===== src/rtl/dir_packetizer_pkg.sv =====
// rtl/dir_packetizer_pkg.sv - message encodings, data-message predicate and header field offsets
package dir_packetizer_pkg;

  localparam int MSG_ENC_BITS = 4;

  localparam logic [MSG_ENC_BITS-1:0] NO_MSG     = 4'd0;
  localparam logic [MSG_ENC_BITS-1:0] GET_S      = 4'd1;
  localparam logic [MSG_ENC_BITS-1:0] GET_M      = 4'd2;
  localparam logic [MSG_ENC_BITS-1:0] PUT_S      = 4'd3;
  localparam logic [MSG_ENC_BITS-1:0] PUT_M      = 4'd4;
  localparam logic [MSG_ENC_BITS-1:0] DATA       = 4'd5;
  localparam logic [MSG_ENC_BITS-1:0] DATA_S     = 4'd6;
  localparam logic [MSG_ENC_BITS-1:0] RESP_PUT_M = 4'd7;
  localparam logic [MSG_ENC_BITS-1:0] INV        = 4'd8;
  localparam logic [MSG_ENC_BITS-1:0] INV_ACK    = 4'd9;
  localparam logic [MSG_ENC_BITS-1:0] FWD_GET_S  = 4'd10;
  localparam logic [MSG_ENC_BITS-1:0] FWD_GET_M  = 4'd11;
  localparam logic [MSG_ENC_BITS-1:0] PUT_ACK    = 4'd12;

  // Width of the payload flit count field in the header
  localparam int HDR_COUNT_BITS = 4;
  localparam int HDR_MSG_LSB    = 0;

  typedef enum logic [1:0] {
    S_IDLE,
    S_HEADER,
    S_ADDR,
    S_DATA
  } pkt_state_t;

  // Header field offsets depend on the message and node-ID widths
  function automatic int hdr_src_lsb(input int msg_bits);
    return msg_bits;
  endfunction

  function automatic int hdr_dest_lsb(input int msg_bits, input int id_bits);
    return msg_bits + id_bits;
  endfunction

  function automatic int hdr_count_lsb(input int msg_bits, input int id_bits);
    return msg_bits + 2 * id_bits;
  endfunction

  // Messages that carry a full cache line behind the address flit
  function automatic logic msg_has_data(input logic [15:0] m);
    return (m == 16'(DATA)) || (m == 16'(DATA_S)) ||
           (m == 16'(PUT_M)) || (m == 16'(RESP_PUT_M));
  endfunction

endpackage


===== src/rtl/dir_packetizer.sv =====
// rtl/dir_packetizer.sv - directory message to NoC flit packetizer; DIR_PKT_STATS_EN adds pkt/stall counters
module dir_packetizer
  import dir_packetizer_pkg::*;
#(
  parameter int OFFSET_BITS    = 2,
  parameter int DATA_WIDTH     = 32,
  parameter int ADDRESS_BITS   = 32,
  parameter int MSG_BITS       = 4,
  parameter int SHARER_ID_BITS = 3,
  parameter int SRC_ID         = 0
) (
  input  logic                                clock,
  input  logic                                reset,
  input  logic [MSG_BITS-1:0]                 msg_in,
  input  logic [ADDRESS_BITS-1:0]             address_in,
  input  logic [(DATA_WIDTH<<OFFSET_BITS)-1:0] data_in,
  input  logic [SHARER_ID_BITS-1:0]           dest_id_in,
  output logic                                packetizer_busy,
  output logic [DATA_WIDTH-1:0]               flit_out,
  output logic                                flit_valid,
  input  logic                                flit_ready
`ifdef DIR_PKT_STATS_EN
  ,
  output logic [31:0]                         pkt_count,
  output logic [31:0]                         stall_count
`endif
);

  localparam int WORDS  = 1 << OFFSET_BITS;
  localparam int LINE_W = DATA_WIDTH << OFFSET_BITS;
  localparam int SRC_LSB   = hdr_src_lsb(MSG_BITS);
  localparam int DEST_LSB  = hdr_dest_lsb(MSG_BITS, SHARER_ID_BITS);
  localparam int COUNT_LSB = hdr_count_lsb(MSG_BITS, SHARER_ID_BITS);
  localparam logic [HDR_COUNT_BITS-1:0] DATA_CNT = HDR_COUNT_BITS'(1 + WORDS);
  localparam logic [MSG_BITS-1:0]       IDLE_MSG = MSG_BITS'(NO_MSG);

  pkt_state_t                 state_q, state_d;
  logic [MSG_BITS-1:0]        msg_q;
  logic [ADDRESS_BITS-1:0]    addr_q;
  logic [LINE_W-1:0]          data_q;
  logic [SHARER_ID_BITS-1:0]  dest_q;
  logic [OFFSET_BITS-1:0]     word_q;
  logic [DATA_WIDTH-1:0]      header;

  logic capture;
  logic handshake;
  logic has_data;
  logic last_word;
  logic final_hs;

  assign capture   = (state_q == S_IDLE) && (msg_in != IDLE_MSG);
  assign handshake = flit_valid && flit_ready;
  assign has_data  = msg_has_data(16'(msg_q));
  assign last_word = (word_q == {OFFSET_BITS{1'b1}});
  assign final_hs  = handshake &&
                     (((state_q == S_ADDR) && !has_data) ||
                      ((state_q == S_DATA) && last_word));

  // Packet FSM state register; reset aborts any packet in flight
  always_ff @(posedge clock or negedge reset) begin
    if (!reset) begin
      state_q <= S_IDLE;
    end else begin
      state_q <= state_d;
    end
  end

  // Next-state: header, address, then the line words for data messages
  always_comb begin
    state_d = state_q;
    case (state_q)
      S_IDLE:   if (capture) state_d = S_HEADER;
      S_HEADER: if (handshake) state_d = S_ADDR;
      S_ADDR:   if (handshake) state_d = has_data ? S_DATA : S_IDLE;
      S_DATA:   if (handshake && last_word) state_d = S_IDLE;
      default:  state_d = S_IDLE;
    endcase
  end

  // Captured message fields and word counter; the counter wraps back to 0 on the last word
  always_ff @(posedge clock or negedge reset) begin
    if (!reset) begin
      msg_q  <= '0;
      addr_q <= '0;
      data_q <= '0;
      dest_q <= '0;
      word_q <= '0;
    end else if (capture) begin
      msg_q  <= msg_in;
      addr_q <= address_in;
      data_q <= data_in;
      dest_q <= dest_id_in;
      word_q <= '0;
    end else if ((state_q == S_DATA) && handshake) begin
      word_q <= word_q + 1'b1;
    end
  end

  // Header flit: msg, source, destination, payload flit count, zero padding
  always_comb begin
    header = '0;
    header[HDR_MSG_LSB +: MSG_BITS]         = msg_q;
    header[SRC_LSB +: SHARER_ID_BITS]       = SHARER_ID_BITS'(SRC_ID);
    header[DEST_LSB +: SHARER_ID_BITS]      = dest_q;
    header[COUNT_LSB +: HDR_COUNT_BITS]     = has_data ? DATA_CNT : HDR_COUNT_BITS'(1);
  end

  // Outputs decode from registered state and captured fields, so they hold during a stall
  always_comb begin
    packetizer_busy = 1'b0;
    flit_valid      = 1'b0;
    flit_out        = '0;
    case (state_q)
      S_HEADER: begin
        packetizer_busy = 1'b1;
        flit_valid      = 1'b1;
        flit_out        = header;
      end
      S_ADDR: begin
        packetizer_busy = 1'b1;
        flit_valid      = 1'b1;
        flit_out        = DATA_WIDTH'(addr_q);
      end
      S_DATA: begin
        packetizer_busy = 1'b1;
        flit_valid      = 1'b1;
        flit_out        = data_q[DATA_WIDTH*int'(word_q) +: DATA_WIDTH];
      end
      default: begin
        packetizer_busy = 1'b0;
      end
    endcase
  end

`ifdef DIR_PKT_STATS_EN
  // Completed-packet and back-pressure counters, free-running with natural wrap
  always_ff @(posedge clock or negedge reset) begin
    if (!reset) begin
      pkt_count   <= '0;
      stall_count <= '0;
    end else begin
      if (final_hs) pkt_count <= pkt_count + 32'd1;
      if (flit_valid && !flit_ready) stall_count <= stall_count + 32'd1;
    end
  end
`else
  logic unused_final_hs;
  assign unused_final_hs = final_hs;
`endif

endmodule


===== config.mk =====
export PLATFORM = sky130hd
export DESIGN_NAME = dir_packetizer
export DESIGN_NICKNAME = d
export VERILOG_FILES = /design/src/rtl/dir_packetizer_pkg.sv /design/src/rtl/dir_packetizer.sv
export SDC_FILE = /design/constraint.sdc
export NUM_CORES = 1
export LEC_CHECK = 0
export CAP_MARGIN = 20
export CELL_PAD_IN_SITES_DETAIL_PLACEMENT = 0
export CELL_PAD_IN_SITES_GLOBAL_PLACEMENT = 1
export CORE_ASPECT_RATIO = 1.75
export CORE_MARGIN = 2
export CORE_UTILIZATION = 30
export DETAILED_ROUTE_END_ITERATION = 12
export PLACE_DENSITY_LB_ADDON = 0.1
export SLEW_MARGIN = 20
export SYNTH_ARGS = -nofsm -noshare
export SYNTH_HDL_FRONTEND = slang
export SYNTH_SLANG_ARGS = --single-unit

===== constraint.sdc =====
create_clock -name clock -period 3.5 [get_ports clock]
set_input_delay 0.35 -clock clock [delete_from_list [all_inputs] [get_ports clock]]
set_output_delay 0.35 -clock clock [all_outputs]
set_load 0.02 [all_outputs]

## Yosys cells after proc, flatten, opt, wreduce, memory -nomap -nowiden

Cells that the tools add are included.

- Bits in registers: 171
- Input port bits: 170
- Output and inout port bits: 34
- Logic and storage cells: 43

- Add/subtract/negate cells: 1
- Equal/unequal tests: 12
- Shift operators: 1
- Multiplexer cells: 11
- Reduce and logical (&&, ||, !) cells: 12

Operators by type and width:

| operator | number |
|---|---|
| indexed part select 128 x 8 -> 32 bit | 1 |
| one-hot mux 32 bit (3 select lines) | 1 |
| == test 4 x 3 -> 1 bit (second input constant) | 4 |
| two-way mux 2 bit | 7 |
| one-hot mux 2 bit (4 select lines) | 1 |
| == test 2 bit (second input constant) | 3 |
| != test 2 bit (second input constant) | 3 |
| logical AND 1 bit | 4 |
| AND reduction 4 bit | 1 |
| nonzero test 4 bit | 1 |
| logical OR 1 bit | 3 |
| two-way mux 3 bit | 1 |
| OR reduction 3 bit | 1 |
| adder 2 x 1 -> 2 bit (second input constant) | 1 |
| == test 2 x 1 -> 1 bit (second input constant) | 1 |
| logical NOT 2 bit | 1 |
| != test 2 x 1 -> 1 bit (second input constant) | 1 |
| nonzero test 2 bit | 1 |
| two-way mux 1 bit | 1 |

## Longest topological paths before layout

Gate-level depths: netlist of run 1.

- Word-level depth: 7
- Gate-level depth with buffers: 6
- Gate-level depth less buffers: 3

## Worst setup path after synthesis of run 1

OpenSTA, ideal clock, no wires.

- Path type: register to output
- From: register word_q[0]
- To: output port flit_out[13]
- Arrival: 1584 ps
- Data required time: 3150 ps
- Setup slack: 1566 ps
- Stages on the path, launching flop included: 5
- Path buffers: 2
- Path through: dfrtp_1 > buf_2 > buf_2 > mux4_2 > a22o_1

- Word-level cells in the longest chain between the ends: 2

RTL lines:

| what | RTL line | text |
|---|---|---|
| start, declared | dir_packetizer.sv:42 | `logic [OFFSET_BITS-1:0] word_q;` |
| start signal, assigned | dir_packetizer.sv:95 | `word_q <= word_q + 1'b1;` |
| indexed part select 128 x 8 -> 32 bit | dir_packetizer.sv:127 | `flit_out = data_q[DATA_WIDTH*int'(word_q) +: DATA_WIDTH];` |
| one-hot mux 32 bit (3 select lines) | dir_packetizer.sv:113 | `case (state_q)` |
| end, declared | dir_packetizer.sv:19 | `output logic [DATA_WIDTH-1:0] flit_out,` |

Every way passes these cells.

## Worst setup path in the final report of run 1

- From: register state_q[0]
- To: output port flit_out[3]

- Word-level cells in the longest chain between the ends: 2
- Elaborated cells on any way between the ends: 4
- Classes of those cells: eq/ne: 3; mux: 1

RTL lines:

| what | RTL line | text |
|---|---|---|
| start, declared | dir_packetizer.sv:37 | `pkt_state_t state_q, state_d;` |
| start signal, assigned | dir_packetizer.sv:64 | `state_q <= state_d;` |
| == test 2 bit or == test 2 x 1 -> 1 bit (tied branches) | dir_packetizer.sv:113 |  |
| one-hot mux 32 bit (3 select lines) (*) | dir_packetizer.sv:113 |  |

Every way passes the cells marked *; elsewhere a longest branch is shown, timed or not.

==> metrics.csv, run 1 <==
metric,value,unit
cts_resized,0,
finalSetupTns,0,ns
drc,0,
wire_per_inst,21.22,um
cp.arrival,2.77,ns
first_pass_iters,4,
period_share,89.13,%
hpwl,15.04,mm
slew-limit-headroom,42.67,%
nFillCells,2502,
yosysUniqueCellTypes,27,
holdBufCountCts,0,
regToRegSetupSlack,1.48,ns
die_area,28540,um^2
htree_levels,4,
fin_ws,0.3805,ns
layout-drive-gt1-share,35.32,%
die_x,128.6,um
cts_setup_buffers,0,
syn-num-nets,649,
synth_top_area_share,52.52,%
comb_power_share,47.5,%
yosysSeqAreaShare,52.52,%
wl,21.52,mm
p_switching,3.408,mW
synth.most_common_cell,dfrtp_1,
root_buffer,clkbuf_16,
cts_buffers,17,
io_pins,204,
drv_slew,0,
period_minus_slack,3.120,ns
p_int,7.430,mW
final_net_count,846,
overflow,0,
worstReg2RegEnd,addr_q[17],
synthCells,478,
maxCapViolations,0,
synth_top_cell_by_area,dfrtp_1,
worstSetupPathType,reg2out,
grt_pass1_wl,33.34,mm
grt_pass1_vias,5638,
gp_congestion,0.7474,
path_max_fanout,20,
hold_viol,28,
crit_required,3.15,ns
fmax,320.6,MHz
fin_area,11100,um^2
hold_class,in2async,
port_buffers,203,
vias,4814,
p_leak,4.666,nW
area_growth,36.23,%
clk_pin_slew,0.07,ns
synth_commonest_cells,"dfrtp_1, mux2_4, mux4_2",
ys_warn_count,0,
hold_ws,-0.04784,ns
postRouteAntennaNets,0,
setup_viol,0,
tritoncts,done,
start_util,30.53,%
async_flop_share,100.0,%
core.rowCount,79,
r2r_cells,3,
rsz0062_at_grt,no,
ys.flop_type,dfrtp_1,
swShare,31.45,%
ir_drop,0.0004415,V
status,"finished, violations left",
antenna_found_initial,4,
netlist_area,8148,um^2
dp_slack,0.8096,ns
synth_edf_count,0,
fin_skew,0.01172,ns
grtUsageTotal,15.85,%
cp-start-kind,flip-flop,
clkPwrFrac,18.7,%
power.density,976.5,nW/um^2
r2r-start,state_q[0],
grt_max_degree,89,
die_y,222.0,um
clk-insertion-delay-late,0.45,ns
seq_power_share,33.9,%
postPlaceCellArea,10480,um^2
avgSynthCellArea,17.05,um^2
tightest_slew,0.8599,ns
ys_ff_latch,171,
netlist_top_cells_area,"dfrtp_1, mux2_4, mux4_2",
end_kind,primary output,
core,26690,um^2
layout.cells.non_filler,1014,
violations,hold timing,
cts.sinks,171,
dp_cells,980,
drt_iter0_markers,185,
drt-vias-per-instance,4.748,
clockBufferDepth,2,
==> worst max-delay path: stages, from the launching register on <==
cell and delay (ns):
dfrtp_1 0.64, and2_2 0.49, buf_4 0.39, nand2_1 0.08, nand2_1 0.10, clkdlybuf4s50_1 0.61
==> power groups by stage <==
stage | Sequential (mW) | Combinational (mW) | Clock (mW)
final | 3.67 | 5.14 | 2.02
after global routing | 3.82 | 5.49 | 2.16
after detailed placement | 3.72 | 5.20 | 0
after floorplan | 3.39 | 3.85 | 0
after global placement | 3.68 | 5.16 | 0
after CTS | 3.70 | 5.24 | 2.09
==> sequential cells by signal, indices dropped and copies added, names as in the netlist <==
name,flops
dest_q,3
msg_q,4
word_q,2
addr_q,32
state_q,2
data_q,128
==> routing by layer <==
metal,GRT usage [%],wire length [um],vias to the layer above
li1,-,-,2169
met1,18.47,8379,2473
met2,27.69,11630,145
met3,3.909,1106,23
met4,6.241,376,4
met5,0,30,-
==> logic make-up after synthesis <==
family	count (synthesis)	share of synthesized area, %
XOR/XNOR	1	0.1075
AND/OR/NAND/NOR	29	1.751
adder cells (fa/ha/maj)	1	0.1535
multiplexers	196	37.76
flip-flops	171	52.52
buffers and inverters	39	3.532
AO/OA/AOI/OAI	41	4.177
==> metrics by stage <==
step,power [mW],util (%),hold slack [ns]
2_1_floorplan,7.244,-,0.05441
3_3_place_gp,8.847,39.25,0.4660
3_5_place_dp,8.926,39.25,0.4817
4_1_cts,11.03,41.57,0.007985
5_1_grt,11.47,41.59,0.04789
6_report,10.84,41.59,-0.04784
==> layout make-up <==
class | count | area, um^2 | area share (%)
sequential | 171 | 4282 | 38.58
clock buffer | 20 | 446.7 | 4.024
tap | 324 | 405.4 | 3.652
antenna | 2 | 5.005 | 0.04509
timing repair buffer | 215 | 2186 | 19.69
clock inverter | 12 | 171.4 | 1.544
inverter | 2 | 7.507 | 0.06764
multi-input combinational | 268 | 3596 | 32.40
==> cells in the final DEF, fill, tap and decap left out, types with 2 or more instances in the layout <==
master             n
nand3_1            2
inv_1              2
mux4_2            32
a22o_1            27
diode_2            2
mux2_2            26
clkbuf_16         17
a21oi_1            3
nor2_1             2
buf_4              7
a22oi_1            8
clkinv_2           4
clkdlybuf4s50_1  202
bufinv_16          4
clkbuf_1           2
mux2_4           136
nand2_1           17
clkinvlp_4         3
dfrtp_1          169
nor2b_1            2
buf_12             5
a221o_1            2
dfrtp_2            2
==> worst max path at each step <==
stage,startpoint,endpoint,slack [ns],cells after the start
after floorplan,word_q[0],flit_out[13],1.57,4
after global placement,state_q[0],flit_out[5],0.81,4
after detailed placement,state_q[0],flit_out[3],0.81,5
after CTS,state_q[0],flit_out[3],0.30,5
after global routing,state_q[0],flit_out[2],0.18,5
final,state_q[0],flit_out[3],0.38,5
(Power assumes the default switching activity.)
==> run 2: changes to the inputs <==
--- a/config.mk
+++ b/config.mk
@@ -10,7 +10,7 @@
 export CELL_PAD_IN_SITES_GLOBAL_PLACEMENT = 1
 export CORE_ASPECT_RATIO = 1.75
 export CORE_MARGIN = 2
-export CORE_UTILIZATION = 30
+export CORE_UTILIZATION = 44
 export DETAILED_ROUTE_END_ITERATION = 12
 export PLACE_DENSITY_LB_ADDON = 0.1
 export SLEW_MARGIN = 20
==> run 2 against run 1 <==
  * The flow now finishes without violations
  * Via count rose by 0.93%
  * Die area down 31%
  * Setup slack worse by 0.023 ns
  * Final cell count is 9.0% lower
  * Clock power down 6%
  * Largest cell class unchanged
  * Critical path depth is 2 lower
  * Global-route usage is 4.5 points higher
  * Cell area shrank 1.3%
  * Combinational power is 1% lower
  * Highest routed layer is now met4
==> metrics.csv, run 2 (synthesis gave the netlist of run 1 again) <==
metric,value,unit,change
status,completed,,
tightest_slew,0.8983,ns,+0.03843 ns
antenna_found_initial,2,,-2
die_x,106.9,um,-17%
cp_num_buf_inv,1,,-1
p_total,10.65,mW,-1.7%
slowest_delay,0.82,ns,+0.18 ns
hold_ws,0.01491,ns,+0.06275 ns
postRouteAntennaNets,0,,unchanged
cts_resized,0,,unchanged
grt_max_degree,109,,+22%
final_cell_mix,"clkdlybuf4s50_1, dfrtp_1, mux2_4",,
htree_levels,4,,unchanged
first_pass_iters,4,,unchanged
end_kind,primary output,,
top_register,data_q,,
core,18050,um^2,-32%
fin_skew,0.005077,ns,-0.006644 ns
ir_drop,0.0004557,V,+3.2%
worstSetupPathType,reg2out,,
cts_buffers,17,,unchanged
p_leak,4.663,nW,about the same
reg_top3,"data_q x128, addr_q x32, msg_q x4",,
crit_required,3.15,ns,about the same
cts.sinks,171,,unchanged
vias,4859,,+0.93%
final_common_cell,clkdlybuf4s50_1,,
hold_viol,0,,-100%
period_minus_slack,3.143,ns,+0.02319 ns
core.rowCount,65,,-18%
slew-limit-headroom,40.11,%,-2.6 points
cp.arrival,2.79,ns,+0.02 ns
die_y,184.0,um,-17%
layout-drive-gt1-share,35.23,%,-0.094 points
slowest_stage,and2_2,,
area_growth,34.52,%,
clockBufferDepth,2,,unchanged
crit_cells,3,,-2
overflow,0,,unchanged
gp_congestion,0.8123,,+8.7%
port_buffers,203,,unchanged
power.density,971.7,nW/um^2,-0.49%
period_share,89.79,%,+0.66 points
critPathTopFamily,simple AND/OR/NAND/NOR gates,,
grt_pass1_vias,5538,,-1.8%
tritoncts,done,,
crit_start,state_q[0],,
finalSetupTns,0,ns,unchanged
setup_viol,0,,unchanged
root_buffer,clkbuf_16,,
io_pins,204,,unchanged
grtUsageTotal,20.32,%,+4.5 points
holdBufCountCts,0,,unchanged
path_cells,and2_2 -> a22o_1 -> clkdlybuf4s50_1,,
clk_pin_slew,0.06,ns,about the same
drv_slew,0,,unchanged
cts_setup_buffers,0,,unchanged
final_net_count,846,,unchanged
wire_per_inst,20.68,um,-2.6%
r2r-start,state_q[0],,
fmax,318.2,MHz,-0.74%
drt-vias-per-instance,5.264,,+11%
clk-insertion-delay-late,0.42,ns,-0.03 ns
cp-start-kind,flip-flop,,
largest_reg_flops,128,,unchanged
drt_iter0_markers,176,,-4.9%
wl,19.08,mm,-11%
maxCapViolations,0,,unchanged
path_max_fanout,33,,+65%
hold_class,in2async,,
start_util,45.13,%,+15 points
hpwl,13.28,mm,-12%
drc,0,,unchanged
rsz0062_at_grt,no,,
grt_pass1_wl,30.19,mm,-9.4%
die_area,19660,um^2,-31%
r2r_cells,3,,unchanged
## run 2: final cells by class
cell class,instances,area [um^2]
multi-input combinational,268,3596
antenna,2,5.005
tap,234,292.8
fill,1434,7094
timing repair buffer,215,2188
clock inverter,7,87.58
inverter,2,7.507
sequential,171,4282
clock buffer,24,501.7
## run 2: layer usage
| metal | GRT usage [%] | wire [um] |
|---|---|---|
| met2 | 34.73 | 10030 |
| met3 | 4.679 | 890 |
| met4 | 7.169 | 308 |
| met5 | 0 | 0 |
| met1 | 25.15 | 7851 |
## run 2: path summary, 6_finish.rpt
path                                 to  slack [ns]
setup / recovery           flit_out[29]        0.36
max in group asynchronous    data_q[27]        2.63
min in group clock          data_q[126]        0.50
hold / removal              data_q[112]        0.01
hold reg to reg             data_q[126]        0.50
setup reg to reg             addr_q[18]        1.28
## run 2: power by group
group / switching, mW / internal (mW) / total, mW
clock: 0.749 / 1.14 / 1.89
combinational: 1.88 / 3.20 / 5.07
sequential: 0.681 / 3.01 / 3.69
total: 3.31 / 7.34 / 10.7
## run 2: through the flow
stage | cells | util [%] | setup WS [ns] | area, um^2
global placement | 890 | 57.40 | 0.8106 | 10360
CTS | 921 | 60.67 | 0.3244 | 10950
detailed placement | 890 | 57.40 | 0.7748 | 10360
finish | 923 | 60.71 | 0.3573 | 10960
global route | 923 | 60.71 | 0.2056 | 10960
floorplan | 478 | - | 1.566 | 8148
==> run 3: changes to the inputs <==
--- a/config.mk
+++ b/config.mk
@@ -10,9 +10,11 @@
 export CELL_PAD_IN_SITES_GLOBAL_PLACEMENT = 1
 export CORE_ASPECT_RATIO = 1.75
 export CORE_MARGIN = 2
-export CORE_UTILIZATION = 44
+export CORE_UTILIZATION = 45
+export CTS_BUF_LIST = sky130_fd_sc_hd__clkbuf_4 sky130_fd_sc_hd__clkbuf_8
 export DETAILED_ROUTE_END_ITERATION = 12
 export PLACE_DENSITY_LB_ADDON = 0.1
+export SETUP_SLACK_MARGIN = 0.5
 export SLEW_MARGIN = 20
 export SYNTH_ARGS = -nofsm -noshare
 export SYNTH_HDL_FRONTEND = slang
==> run 3 against run 2 <==
  * Critical path depth did not move
  * Die area fell by 2.2%
  * Count of clock-buffer cells in the layout fell by 5
  * Register-to-register slack improved by 0.38 ns
  * Largest cell class unchanged
==> metrics.csv, run 3 (synthesis gave the netlist of run 1 again) <==
metric,value,unit,change
n_antenna_cell,0,,-2
gp_congestion,0.8091,,-0.39%
overflow,0,,unchanged
tritoncts,done,,
hpwl,13.40,mm,+0.88%
cts.sinks,171,,unchanged
met1_usage,25.90,%,+0.74 points
antenna_found_initial,0,,-2
maxCapViolations,0,,unchanged
io_pins,204,,unchanged
die_x,105.7,um,-1.1%
grt_pass1_wl,31.05,mm,+2.8%
reg_top3,"data_q x128, addr_q x32, msg_q x4",,
final_util,60.35,%,-0.36 points
cts_buffers,17,,unchanged
final_cell_mix,"clkdlybuf4s50_1, dfrtp_1, mux2_4",,
grt_busiest_layer,met2,,
postPlaceCellArea,10360,um^2,about the same
clk-insertion-delay-late,0.47,ns,+0.05 ns
first_pass_iters,4,,unchanged
tightest_slew,0.7628,ns,-0.1355 ns
status,completed,,
area_growth,32.53,%,
core.rowCount,65,,unchanged
period_minus_slack,2.904,ns,-0.2383 ns
p_leak,4.588,nW,-1.6%
r2r-start,state_q[0],,
crit_required,3.15,ns,about the same
cp-start-kind,flip-flop,,
die_area,19240,um^2,-2.2%
final_common_cell,clkdlybuf4s50_1,,
fin_area,10800,um^2,-1.5%
top_register,data_q,,
clockBufferDepth,2,,unchanged
start_util,45.54,%,+0.41 points
drc,0,,unchanged
hold_viol,0,,unchanged
final_net_count,851,,+0.59%
drt-vias-per-instance,5.205,,-1.1%
hold_class,in2async,,
clk_pin_slew,0.10,ns,+0.04 ns
slew-limit-headroom,49.15,%,+9.0 points
setup_viol,0,,unchanged
p_total,10.19,mW,-4.3%
vias,4825,,-0.70%
path_max_fanout,23,,-30%
ir_drop,0.0004880,V,+7.1%
end_kind,primary output,,
rsz0062_at_grt,no,,
postRouteAntennaNets,0,,unchanged
finalSetupTns,0,ns,unchanged
crit_start,word_q[1],,
wire_per_inst,20.94,um,+1.3%
worstSetupPathType,reg2out,,
largest_reg_flops,128,,unchanged
globalRouteMet3Util,5.097,%,+0.42 points
die_y,182.0,um,-1.1%
layout-drive-gt1-share,36.08,%,+0.85 points
fmax,344.3,MHz,+8.2%
root_buffer,clkbuf_8,,
htree_levels,4,,unchanged
power.density,943.8,nW/um^2,-2.9%
hold_ws,0.4813,ns,+0.4664 ns
cp.arrival,2.55,ns,-0.24 ns
fin_skew,0.01414,ns,+0.009065 ns
grtUsageTotal,21.23,%,+0.92 points
drv_slew,0,,unchanged
core,17890,um^2,-0.90%
nFillCells,1449,,+1.0%
grt_max_degree,82,,-25%
port_buffers,203,,unchanged
wl,19.41,mm,+1.7%
grt_pass1_vias,5500,,-0.69%
drt_iter0_markers,155,,-12%
period_share,82.98,%,-6.8 points
use_met2,37.34,%,+2.6 points
-- run 3: cell count changes in the layout (fill, tap and decap cells not counted), moves of 3 or more --
cell / before / now
clkinv_4: 0 / 5
buf_6: 0 / 3
clkinv_2: 4 / 0
clkbuf_16: 17 / 0
inv_6: 0 / 5
clkbuf_8: 6 / 17
-- run 3: layout make-up --
cell class,instances,area (um^2),share of cell area (%)
sequential,171,4288,39.71
multi-input combinational,268,3596,33.30
timing repair buffer,220,2228,20.64
tap,234,292.8,2.711
clock buffer,19,249.0,2.306
clock inverter,13,136.4,1.263
inverter,2,7.507,0.06952
-- run 3: worst paths after layout --
check	endpoint	slack, ns	cells past startpoint
setup / recovery	flit_out[10]	0.60	3
hold / removal	addr_q[16]	0.48	2
setup reg to reg	addr_q[8]	1.66	3
hold reg to reg	data_q[126]	0.50	1
max in group asynchronous	addr_q[24]	2.01	3
min in group clock	data_q[126]	0.49	2
-- run 3: worst max-delay path: stages (launching register included) --
cell and delay (ns):
dfrtp_4 0.70, mux4_2 0.41, a221o_1 0.41, clkdlybuf4s50_1 0.55
-- run 3: report_power, final --
part	total [mW]	leakage (nW)	switching, mW	internal (mW)
Combinational	5.16	2.40	1.93	3.23
Sequential	3.65	2.00	0.647	3.01
Clock	1.38	0.195	0.778	0.600
-- run 3: routing by layer --
metal / wire length [um] / share of wire, %
met5: 0 / 0
met4: 287 / 1.5
met3: 920 / 4.7
met2: 10460 / 54
met1: 7740 / 40
-- run 3: what timing repair did --
| item | 4_1_cts | 5_1_grt |
|---|---|---|
| resized for setup | 6 | 1 |
| buffers inserted | 2 | 1 |
| setup endpoints to repair | 32 | 21 |
| hold endpoints to repair | 79 | 0 |
| hold buffers | 1 | 0 |
| pin swaps | 0 | 0 |
-- run 3: per-stage QoR --
stage	instances	worst slack [ns]
final	927	0.5957
after CTS	926	0.5039
after detailed placement	891	0.8411
after global placement	891	0.8309
after global routing	927	0.5053
after floorplan	478	1.566
